**src/rtl/lock_code_sequencer.sv**
```systemverilog
// lock_code_sequencer
// Transmit side of the switch-code interface for the combination-lock FSM.
// A small code memory holds a sequence of A/B/C symbols. When playback is
// started, the symbols are replayed onto abc_out one step per prescaler tick,
// with an optional all-zero gap tick between symbols. After the last symbol
// the block watches the lock's unlock line with a tick-based timeout and
// reports pass or fail.
//
// Ports:
//   clk        system clock
//   rst        synchronous, active-high reset (also clears the code memory)
//   tick       one-clk-wide step strobe
//   start      begin playback (accepted in IDLE or DONE only)
//   prog_we    code memory write enable (IDLE or DONE only)
//   prog_addr  code memory write address
//   prog_data  symbol to write (bit0=A, bit1=B, bit2=C)
//   len        number of symbols to play, latched on an accepted start
//   unlock_in  unlock output of the lock under test
//   abc_out    registered symbol driven to the lock A/B/C inputs
//   busy       high in DRIVE, GAP and WAIT
//   done       high in DONE
//   pass       result, valid while done=1
module lock_code_sequencer #(
  parameter int DEPTH   = 4,
  parameter int SYM_W   = 3,
  parameter int AW      = 2,
  parameter int TIMEOUT = 8,
  parameter int GAP_EN  = 1
) (
  input  logic             clk,
  input  logic             rst,
  input  logic             tick,
  input  logic             start,
  input  logic             prog_we,
  input  logic [AW-1:0]    prog_addr,
  input  logic [SYM_W-1:0] prog_data,
  input  logic [AW:0]      len,
  input  logic             unlock_in,
  output logic [SYM_W-1:0] abc_out,
  output logic             busy,
  output logic             done,
  output logic             pass
);

  typedef enum logic [2:0] {
    S_IDLE,
    S_DRIVE,
    S_GAP,
    S_WAIT,
    S_DONE
  } state_t;

  localparam logic [AW:0] DEPTH_V = (AW+1)'(DEPTH);
  localparam logic [7:0]  TO_V    = 8'(TIMEOUT);

  state_t           state, state_n;
  logic [SYM_W-1:0] mem [DEPTH];
  logic [AW-1:0]    idx, idx_n;
  logic [AW:0]      len_q, len_n;
  logic [7:0]       cnt, cnt_n;
  logic             early, early_n;
  logic             pass_n;
  logic [SYM_W-1:0] abc_n;

  logic [AW-1:0]    idx_inc;
  logic [7:0]       cnt_inc;
  logic             is_last;
  logic             idle_like;

  assign idx_inc   = idx + 1'b1;
  assign cnt_inc   = cnt + 8'd1;
  // len_q is never 0 outside IDLE/DONE, so len_q-1 is a valid slot index.
  assign is_last   = ({1'b0, idx} == (len_q - 1'b1));
  assign idle_like = (state == S_IDLE) || (state == S_DONE);

  assign busy = (state == S_DRIVE) || (state == S_GAP) || (state == S_WAIT);
  assign done = (state == S_DONE);

  // Code memory: cleared by reset, writable only while not playing back,
  // and out-of-range addresses are dropped.
  always_ff @(posedge clk) begin
    if (rst) begin
      for (int i = 0; i < DEPTH; i++) begin
        mem[i] <= '0;
      end
    end else if (prog_we && idle_like && ({1'b0, prog_addr} < DEPTH_V)) begin
      mem[prog_addr] <= prog_data;
    end
  end

  // State and datapath registers.
  always_ff @(posedge clk) begin
    if (rst) begin
      state   <= S_IDLE;
      idx     <= '0;
      len_q   <= '0;
      cnt     <= '0;
      early   <= 1'b0;
      pass    <= 1'b0;
      abc_out <= '0;
    end else begin
      state   <= state_n;
      idx     <= idx_n;
      len_q   <= len_n;
      cnt     <= cnt_n;
      early   <= early_n;
      pass    <= pass_n;
      abc_out <= abc_n;
    end
  end

  // Next-state logic. abc_out is computed one cycle ahead so the symbol
  // appears together with the state that owns it. Ticks coinciding with an
  // accepted start are deliberately ignored because the IDLE/DONE branch
  // never looks at tick.
  always_comb begin
    state_n = state;
    idx_n   = idx;
    len_n   = len_q;
    cnt_n   = cnt;
    early_n = early;
    pass_n  = pass;
    abc_n   = abc_out;

    case (state)
      S_IDLE, S_DONE: begin
        if (start) begin
          len_n   = len;
          idx_n   = '0;
          early_n = 1'b0;
          cnt_n   = '0;
          pass_n  = 1'b0;
          if ((len == '0) || (len > DEPTH_V)) begin
            state_n = S_DONE;
            abc_n   = '0;
          end else begin
            state_n = S_DRIVE;
            abc_n   = mem[0];
          end
        end
      end

      S_DRIVE: begin
        if (unlock_in) begin
          early_n = 1'b1;
        end
        if (tick) begin
          if (GAP_EN != 0) begin
            state_n = S_GAP;
            abc_n   = '0;
          end else if (is_last) begin
            state_n = S_WAIT;
            abc_n   = '0;
          end else begin
            idx_n = idx_inc;
            abc_n = mem[idx_inc];
          end
        end
      end

      S_GAP: begin
        if (unlock_in) begin
          early_n = 1'b1;
        end
        if (tick) begin
          if (is_last) begin
            state_n = S_WAIT;
            abc_n   = '0;
          end else begin
            state_n = S_DRIVE;
            idx_n   = idx_inc;
            abc_n   = mem[idx_inc];
          end
        end
      end

      // An unlock in the same cycle as the final timeout tick takes the
      // unlock path because it is tested first.
      S_WAIT: begin
        abc_n = '0;
        if (unlock_in) begin
          state_n = S_DONE;
          pass_n  = ~early;
        end else if (tick) begin
          if (cnt_inc >= TO_V) begin
            state_n = S_DONE;
            pass_n  = 1'b0;
            cnt_n   = TO_V;
          end else begin
            cnt_n = cnt_inc;
          end
        end
      end

      default: begin
        state_n = S_IDLE;
        abc_n   = '0;
      end
    endcase
  end

endmodule

```
**config.mk**
```make
export PLATFORM = sky130hd
export DESIGN_NAME = lock_code_sequencer
export DESIGN_NICKNAME = d
export VERILOG_FILES = /design/src/rtl/lock_code_sequencer.sv
export SDC_FILE = /design/constraint.sdc
export NUM_CORES = 1
export LEC_CHECK = 0
export ABC_AREA = 1
export BUFFER_PORTS_ARGS = -buffer_cell sky130_fd_sc_hd__clkbuf_2
export CORE_MARGIN = 2
export CORE_UTILIZATION = 33
export CTS_BUF_LIST = sky130_fd_sc_hd__clkbuf_2 sky130_fd_sc_hd__clkbuf_4 sky130_fd_sc_hd__clkbuf_8
export CTS_CLUSTER_DIAMETER = 150
export DETAILED_ROUTE_END_ITERATION = 8
export GPL_TIMING_DRIVEN = 0
export PLACE_DENSITY = 0.56
export SYNTH_ARGS = -nofsm -noshare
export SYNTH_HDL_FRONTEND = slang
export SYNTH_SLANG_ARGS = --single-unit
export TNS_END_PERCENT = 5
```
**constraint.sdc**
```tcl
create_clock -name clk -period 2.1 [get_ports clk]
set_clock_uncertainty 0.15 [all_clocks]
set_input_delay 0 -clock clk [delete_from_list [all_inputs] [get_ports clk]]
set_output_delay 0 -clock clk [all_outputs]
set_load 0.1 [all_outputs]
```
==> results of run 1 <==
==> layout by cell type, fill, tap and decap left out, types with 2 or more instances in the layout <==
| cell | instances |
|---|---|
| xor2_1 | 3 |
| nor2_1 | 31 |
| nand3_1 | 20 |
| dfxtp_1 | 21 |
| nand2_2 | 5 |
| clkbuf_8 | 5 |
| inv_1 | 26 |
| nand2_1 | 63 |
| ha_1 | 2 |
| edfxtp_1 | 12 |
| a21oi_1 | 14 |
| clkbuf_2 | 19 |
| o21ai_0 | 8 |
| a21oi_2 | 4 |
| inv_2 | 7 |
| nor3_1 | 8 |
| nand4_1 | 3 |
| nor2_2 | 2 |
| nor2_4 | 3 |
| dlygate4sd3_1 | 15 |
==> path summary, 6_finish.rpt <==
check             cells after the start        end         start
setup / recovery                      6      early      state[0]
hold / removal                        4  mem[1][2]  prog_addr[1]
setup reg to reg                      6      early      state[0]
hold reg to reg                       2   len_q[1]      len_q[1]
==> sequential cells by signal (all words and copies together), names as in the netlist <==
name,flops
abc_out,3
idx,2
pass,1
len_q,3
state,3
early,1
mem,12
cnt,8
==> worst register-to-register path, delay by kind of cell (launching register included) <==
kind | cells | cell delay [ps]
and+or+nand+nor | 3 | 540
AOI/OAI and AO/OA | 1 | 140
DFF | 1 | 350
buffers and inverters | 2 | 650
==> layer usage <==
layer	track usage [%]	up-vias	wire length, um
li1	-	860	-
met5	0	-	0
met1	19.1	713	1960
met2	22.1	19	1750
met3	4.42	6	159
met4	5.89	0	65
==> where the power goes <==
group	switching (uW)	total, uW	internal (uW)
clock network	229	467	238
logic	717	987	271
registers	70.2	822	751
total	1020	2280	1260
==> Yosys cell counts, drive strengths merged (2+ instances only) <==
cell type / n
o21ai: 9
ha: 2
edfxtp: 12
nor3: 9
dfxtp: 21
nand4: 4
nand3: 21
inv: 33
xor2: 3
nor2: 36
nand2: 69
a21oi: 18
==> logic make-up after synthesis <==
logic type               count (synthesis)  synth area share, %
AO/OA/AOI/OAI                           29                 9.15
XOR/XNOR                                 4                 1.96
adder cells (fa/ha/maj)                  2                 1.40
buffers and inverters                   35                 7.40
flip-flops                              33                 43.6
AND/OR/NAND/NOR                        140                 36.5
==> through the flow <==
stage	hold slack, ps	instances
2_1_floorplan	-73.2	243
3_3_place_gp	134	332
3_5_place_dp	145	332
4_1_cts	25.2	354
5_1_grt	52.6	354
6_report	26.6	354
==> area by class of cell <==
class                   instances  area (sq um)  area share [%]
multi-input cells             175           878            39.8
flip-flops and latches         33           781            35.4
repair buffers                 34           245            11.1
inverters                      33           124            5.62
well taps                      70          87.6            3.97
clock buffers                   6          76.3            3.46
plain buffers                   2          8.76           0.397
clock inverters                 1          5.00           0.227
==> qor.yml, run 1 <==
mappedNetlistNets: 259
path_buf_inv: 2
layout_setup_ws_ps: 152
vias: 1598
rows: 26
area_growth_syn_to_layout_pct: 23.1
portBuffers: 19
post_drt_wl_per_cell_um: 11.1
worst-endpoint-arrival_ps: 1980
antennaDiodeCount: 0
tritoncts: "yes"
setup_viol: 0
timing.final.hold_violations: 0
register_to_register_setup_slack_ps: 150
drt_pre_antenna_iters: 4
path_class: "reg -> reg"
grt-ovfl-total: 0
final_net_count: 300
number_of_global_route_vias_before_repair: 1526
run_status: "completed"
critical_path.endpoint_type: "flip-flop"
post_route_wl_um: 3940
antenna_violations_before_repair: 0
finalPower_uw: 2280
synth_top_area_cell: "dfxtp_1"
routabilityCongestion: 0.791
hold_class: "in -> reg"
setup-tns-final_ps: 0
rsz0062_at_grt: "no"
clk_latency_ps: 290
post_dp_cell_area_sq_um: 1970
worst_path_largest_cell_delay_ps: 560
cellPowerDensity_nw_per_um2: 1030
synth_top_flop_cell: "dfxtp_1"
synth_enable_flop_cells: 12
pin_count_of_the_biggest_net_entering_global_routing: 11
grt_pass1_wl_um: 6890
final_instance_area_sq_um: 2210
cts.repair_timing.setup_buffer_count: 0
p_leak_uw: 0.000979
fp.dieArea_sq_um: 6030
cp_top_family: "buffers and inverters"
syn_area_per_cell_sq_um: 7.37
fp.dieW_um: 77.7
dp.final_hpwl_um: 2930
cts.path.max_buffers: 2
fillCellCount: 555
drt.antenna.violating_nets: 0
synth_cell_type_count: 28
drt_iter0_markers: 74
synth_top_cell_area_share_pct: 23.5
post_cts_resized: 0
max_freq_mhz: 513
htree_num_levels: 2
die_height_um: 77.7
initial_utilization_pct: 34.6
postLayoutCoreUtil_pct: 42.6
syn_inst: 243
yosys_register_bits: 33
ir_drop_mv: 0.386
worstSetupStartpointType: "flip-flop"
crit_fanout: 5
core_sq_um: 5170
io-pin-count: 20
cts_hold_buf: 15
slowest_cell_on_the_critical_path: "dlygate4sd3_1"
worst_slew_margin_rel_pct: 63.1
post_synth_instance_area_sq_um: 1790
synth.top_cells.by_area: "dfxtp_1 (23%), edfxtp_1 (20%), nand2_1 (13%), nor2_1 (6.5%), nand3_1 (5.6%)"
cts.clk_slew.worst_paths_ps: 70
critical_path.cell_chain: "nor2_4, inv_2, or2_1, a21oi_1, nor3_1, dlygate4sd3_1"
synthesis.yosys.warnings: 0
detailedPlace.worstSlack_ps: 298
final_max_slew_viol_count: 0
via_per_inst: 4.51
maxCapViolCount: 0
tightestPinTransition_ps: 549
grtUsageTotal_pct: 14.5
synthArstFlopShare_pct: 0
clock_sink_count: 33
post-route-period-util_pct: 92.8
portion_of_the_post_synthesis_area_used_by_sequential_elements_pct: 43.6
route.detailed.drc: 0
worst_ep_required_time_ps: 2130
post_route_cells_drive_above_1_share_pct: 18.3
layout_min_cycle_time_ps: 1950
cts_buffers: 5
clock_tree.root_cell: "clkbuf_8"
No activity file was read; power rests on OpenSTA's default activity.
==> inputs of run 2 (changes only) <==
--- a/config.mk
+++ b/config.mk
@@ -13,7 +13,6 @@
 export CTS_CLUSTER_DIAMETER = 150
 export DETAILED_ROUTE_END_ITERATION = 8
 export GPL_TIMING_DRIVEN = 0
-export PLACE_DENSITY = 0.56
 export SYNTH_ARGS = -nofsm -noshare
 export SYNTH_HDL_FRONTEND = slang
 export SYNTH_SLANG_ARGS = --single-unit
==> constraint.sdc (replaced) <==
create_clock -name clk -period 2.43 [get_ports clk]
set_clock_uncertainty 0.15 [all_clocks]
set_input_delay 0 -clock clk [delete_from_list [all_inputs] [get_ports clk]]
set_output_delay 0 -clock clk [all_outputs]
set_load 0.1 [all_outputs]
==> run 2 against run 1 <==
  * Core utilization increased by 0.77 points
  * Fmax down 13%
  * Sequential power shrank 14%
  * Combinational power shrank 13%
  * Design area rose by 1.8%
  * Count of clock-buffer cells in the layout increased by 1
==> qor.yml, run 2 (same netlist as run 1, synthesis figures left out) <==
cellPowerDensity_nw_per_um2: 908  # -12%
post-route-period-util_pct: 92.4  # -0.34 points
worst_ep_required_time_ps: 2460  # +330 ps
area_growth_syn_to_layout_pct: 25.3
antennaDiodeCount: 0  # unchanged
number_of_global_route_vias_before_repair: 1600  # +4.8%
initial_utilization_pct: 34.6  # unchanged
post_route_cells_drive_above_1_share_pct: 18.5  # +0.16 points
clock_tree.root_cell: "clkbuf_8"
top_regs: "mem x12, cnt x8"
crit_fanout: 7  # +2
clock_sink_count: 33  # unchanged
post_route_wl_um: 3950  # +0.23%
p_leak_uw: 0.00100  # +2.5%
worstSetupStartpoint: "state[0]"
routabilityCongestion: 0.794  # +0.32%
drt_iter0_markers: 65  # -12%
cts.path.max_buffers: 2  # unchanged
route.top_layer_used: "met4"
p_sw_share_pct: 43.8  # -0.86 points
layout_min_cycle_time_ps: 2250  # +298 ps
maxCapViolCount: 0  # unchanged
max_freq_mhz: 445  # -13%
switching_component_of_the_power_uw: 892  # -12%
worstSetupStartpointType: "flip-flop"
timing.rr.end: "len_q[1]"
setup-tns-final_ps: 0  # unchanged
worst_slew_margin_rel_pct: 64.5  # +1.4 points
hold_class: "in -> reg"
tritoncts: "yes"
cts_buffers: 5  # unchanged
critical_path.endpoint_type: "flip-flop"
cts.repair_timing.setup_buffer_count: 0  # unchanged
drt_pre_antenna_iters: 4  # unchanged
met3_length_um: 160  # +0.63%
met1Wirelength_um: 1810  # -7.9%
final_max_slew_viol_count: 0  # unchanged
grt_pass1_wl_um: 6940  # +0.70%
ir_drop_mv: 0.374  # -3.1%
power.sequential.fraction_pct: 34.9  # -1.2 points
io-pin-count: 20  # unchanged
finalPower_uw: 2040  # -10%
via_per_inst: 4.55  # +0.77%
beginning_of_the_worst_register_to_register_path: "state[0]"
rows: 26  # unchanged
layout_commonest_cell: "nand2_1"
r2r.worst_path.cells: 6  # unchanged
crit_path_end: "len_q[1]"
cts.clk_slew.worst_paths_ps: 70  # about the same
grtUsageTotal_pct: 14.6  # +0.11 points
portBuffers: 19  # unchanged
rsz0062_at_grt: "no"
clock_network_power_share_pct: 22.9  # +2.4 points
htree_num_levels: 2  # unchanged
clk_latency_ps: 290  # about the same
p_int_uw: 1150  # -9.0%
top_register: "mem"
run_status: "completed"
post_drt_wl_per_cell_um: 11.1  # -0.61%
post_cts_resized: 0  # unchanged
core_sq_um: 5170  # unchanged
vias: 1624  # +1.6%
pin_count_of_the_biggest_net_entering_global_routing: 11  # unchanged
setup_viol: 0  # unchanged
route.detailed.drc: 0  # unchanged
comb_power_share_pct: 42.3  # -1.1 points
path_class: "reg -> reg"
grt-ovfl-total: 0  # unchanged
timing.final.hold_violations: 0  # unchanged
dp.final_hpwl_um: 2880  # -1.7%
worst-endpoint-arrival_ps: 2280  # +300 ps
register_to_register_setup_slack_ps: 180  # +30 ps
die_height_um: 77.7  # unchanged
largest_register_ff_count: 12  # unchanged
cts_hold_buf: 17  # +2
final_net_count: 302  # +0.67%
fp.dieArea_sq_um: 6030  # unchanged
fp.dieW_um: 77.7  # unchanged
antenna_violations_before_repair: 0  # unchanged
wl_met2_um: 1890  # +8.1%
tightestPinTransition_ps: 527  # -21.4 ps
mostFrequentLayoutCells: "nand2_1 (63), nor2_1 (31), inv_1 (26)"
drt.antenna.violating_nets: 0  # unchanged
-- run 2: worst min-delay path by stage --
| stage | from | endpoint | slack, ps | cells after the start |
|---|---|---|---|---|
| floorplan | rst | cnt[7] | -70 | 1 |
| global placement | len[2] | len_q[2] | 150 | 3 |
| detailed placement | rst | cnt[7] | 150 | 2 |
| CTS | start | early | 7 | 4 |
| global route | prog_addr[1] | mem[1][0] | 60 | 4 |
| finish | start | early | 20 | 4 |
-- run 2: critical path, cell delays in order, from the launching register on --
cell and delay, ps:
dfxtp_1 360, nor2_4 180, nand2_2 130, o21ai_0 150
dlygate4sd3_1 580, a21oi_1 40, dlygate4sd3_1 550
-- run 2: routing by layer --
layer | GRT usage (%) | vias to the layer above
li1 | - | 871
met4 | 6.61 | 0
met5 | 0 | -
met2 | 24.7 | 27
met3 | 3.84 | 9
met1 | 17.3 | 717
-- run 2: metrics by stage --
stage	hold WS (ps)	instances	area (sq um)	util (%)	worst slack, ps
after floorplan	-73.2	243	1790	-	468
after global placement	146	332	1970	38.2	652
after detailed placement	148	332	1970	38.2	630
after CTS	6.58	357	2250	43.4	207
after global routing	55.6	357	2250	43.4	71.9
final	18.3	357	2250	43.4	184
-- run 2: area by class of cell --
| cell class | instances | area, sq um |
|---|---|---|
| inverter | 33 | 124 |
| multi-input combinational | 175 | 878 |
| buffer | 2 | 8.76 |
| tap | 70 | 87.6 |
| sequential | 33 | 781 |
| timing repair buffer | 36 | 265 |
| fill | 512 | 2930 |
| clock inverter | 1 | 5.00 |
| clock buffer | 7 | 96.3 |
-- run 2: power by group through the flow --
| stage | clock (uW) | sequential (uW) | combinational, uW |
|---|---|---|---|
| after CTS | 473 | 712 | 862 |
| after global routing | 498 | 720 | 956 |
| after global placement | 0 | 723 | 819 |
| after detailed placement | 0 | 725 | 824 |
| final | 466 | 711 | 862 |
| after floorplan | 0 | 810 | 585 |
==> inputs of run 3 (changes only) <==
--- a/config.mk
+++ b/config.mk
@@ -13,6 +13,7 @@
 export CTS_CLUSTER_DIAMETER = 150
 export DETAILED_ROUTE_END_ITERATION = 8
 export GPL_TIMING_DRIVEN = 0
+export RECOVER_POWER = 25
 export SYNTH_ARGS = -nofsm -noshare
 export SYNTH_HDL_FRONTEND = slang
 export SYNTH_SLANG_ARGS = --single-unit
==> run 3 against run 2 <==
  * Flip-flop and latch count did not move
  * Power shrank 0.38%
  * Design area is 0.28% lower
  * First-iteration DRC count decreased by 6.2%
  * Routed wire length barely moved
  * Critical path type unchanged
==> qor.yml, run 3 (same netlist as run 1, synthesis figures left out) <==
route.detailed.drc: 0  # unchanged
cts_buffers: 5  # unchanged
max_freq_mhz: 446  # about the same
core_sq_um: 5170  # unchanged
post_cts_resized: 0  # unchanged
switching_component_of_the_power_uw: 891  # -0.13%
tightestPinTransition_ps: 1170  # +642 ps
clock_network_power_share_pct: 22.9  # about the same
drt_pre_antenna_iters: 4  # unchanged
grt-ovfl-total: 0  # unchanged
maxCapViolCount: 0  # unchanged
clk_latency_ps: 290  # about the same
post_route_cells_drive_above_1_share_pct: 16.7  # -1.7 points
path_buf_inv: 2  # unchanged
via_per_inst: 4.52  # -0.62%
critical_path.endpoint_type: "flip-flop"
cp_top_family: "buffers and inverters"
ir_drop_mv: 0.374  # about the same
mostFrequentLayoutCells: "nand2_1 (63), nor2_1 (31), inv_1 (26)"
comb_power_share_pct: 42.1  # -0.2 points
routabilityCongestion: 0.794  # unchanged
final_max_slew_viol_count: 0  # unchanged
layout_min_cycle_time_ps: 2240  # -1.04 ps
cts.path.max_buffers: 2  # unchanged
p_int_uw: 1140  # -0.58%
cts_hold_buf: 17  # unchanged
largest_register_ff_count: 12  # unchanged
htree_num_levels: 2  # unchanged
top_register: "mem"
cts.repair_timing.setup_buffer_count: 0  # unchanged
setup_viol: 0  # unchanged
timing.final.hold_violations: 0  # unchanged
area_growth_syn_to_layout_pct: 25.0
grt_pass1_wl_um: 6940  # unchanged
tritoncts: "yes"
layout_commonest_cell: "nand2_1"
fp.dieArea_sq_um: 6030  # unchanged
drt_iter0_markers: 61  # -6.2%
final_net_count: 302  # unchanged
worstSetupStartpointType: "flip-flop"
path_class: "reg -> reg"
antennaDiodeCount: 0  # unchanged
clock_tree.root_cell: "clkbuf_8"
grtUsageTotal_pct: 14.6  # unchanged
p_leak_uw: 0.000986  # -1.8%
worst_path_largest_cell_delay_ps: 570  # about the same
p_sw_share_pct: 43.9  # +0.11 points
post_drt_wl_per_cell_um: 11.1  # about the same
number_of_global_route_vias_before_repair: 1600  # unchanged
post-route-period-util_pct: 92.4  # about the same
cts.clk_slew.worst_paths_ps: 70  # about the same
crit_fanout: 7  # unchanged
hold_class: "in -> reg"
drt.antenna.violating_nets: 0  # unchanged
most_used_cell_cp: "dlygate4sd3_1"
rsz0062_at_grt: "no"
antenna_violations_before_repair: 0  # unchanged
initial_utilization_pct: 34.6  # unchanged
run_status: "completed"
die_height_um: 77.7  # unchanged
worst_ep_required_time_ps: 2460  # about the same
pin_count_of_the_biggest_net_entering_global_routing: 11  # unchanged
worst-endpoint-arrival_ps: 2280  # about the same
critical_path.cell_chain: "nor2_4, nand2_2, o21ai_0, dlygate4sd3_1, a21oi_1, dlygate4sd3_1"
worst_slew_margin_rel_pct: 22.4  # -42 points
rows: 26  # unchanged
fp.dieW_um: 77.7  # unchanged
setup-tns-final_ps: 0  # unchanged
place.detailed.instances: 332  # unchanged
top_regs: "mem x12, cnt x8"
clock_sink_count: 33  # unchanged
slowest_cell_on_the_critical_path: "dlygate4sd3_1"
io-pin-count: 20  # unchanged
cellPowerDensity_nw_per_um2: 907  # -0.11%
post_route_wl_um: 3950  # about the same
power.sequential.fraction_pct: 35.0  # about the same
portBuffers: 19  # unchanged
vias: 1614  # -0.62%
dp.final_hpwl_um: 2880  # unchanged
stdcell_count: 357  # unchanged
-- run 3: cell counts in the layout (fill, tap and decap cells not counted) --
Identical to the previous run, type by type.
-- run 3: tightest hold or removal path: stages --
cell	delay, ps
clkbuf_2	90
nand2_2	100
a21oi_1	160
nor3_1	50
-- run 3: per-layer routing --
layer	vias to the layer above	wire length [um]	track usage, %
met3	9	148	3.84
li1	871	-	-
met2	23	1890	24.7
met5	-	0	0
met1	711	1820	17.3
met4	0	88	6.61
-- run 3: worst paths after layout --
kind	startpoint	endpoint	slack, ps	cells after the start
hold / removal	start	early	10	4
setup / recovery	state[0]	len_q[1]	190	6
setup reg to reg	state[0]	len_q[1]	190	6
hold reg to reg	cnt[4]	cnt[4]	330	2
-- run 3: through the flow --
stage / cell area [sq um] / hold WS, ps / total power, uW / setup slack (ps) / util [%]
finish: 2240 / 12.3 / 2030 / 185 / 43.3
CTS: 2250 / 6.58 / 2050 / 207 / 43.4
floorplan: 1790 / -73.2 / 1400 / 468 / -
detailed placement: 1970 / 148 / 1550 / 630 / 38.2
global placement: 1970 / 146 / 1540 / 652 / 38.2
global route: 2240 / 55.6 / 2170 / 71.9 / 43.3
-- run 3: final cells by class --
| class | count | area [sq um] |
|---|---|---|
| clock buffer | 7 | 96.3 |
| inverter | 33 | 124 |
| multi-input combinational | 175 | 878 |
| clock inverter | 1 | 5.00 |
| sequential | 33 | 781 |
| buffer | 2 | 8.76 |
| timing repair buffer | 36 | 259 |
| fill | 514 | 2930 |
| tap | 70 | 87.6 |
-- run 3: power by group through the flow --
stage          clock network (uW)  logic, uW  registers [uW]
5_1_grt                       498        950             720
3_3_place_gp                    0        819             723
6_report                      466        854             711
4_1_cts                       473        862             712
2_1_floorplan                   0        585             810
3_5_place_dp                    0        824             725
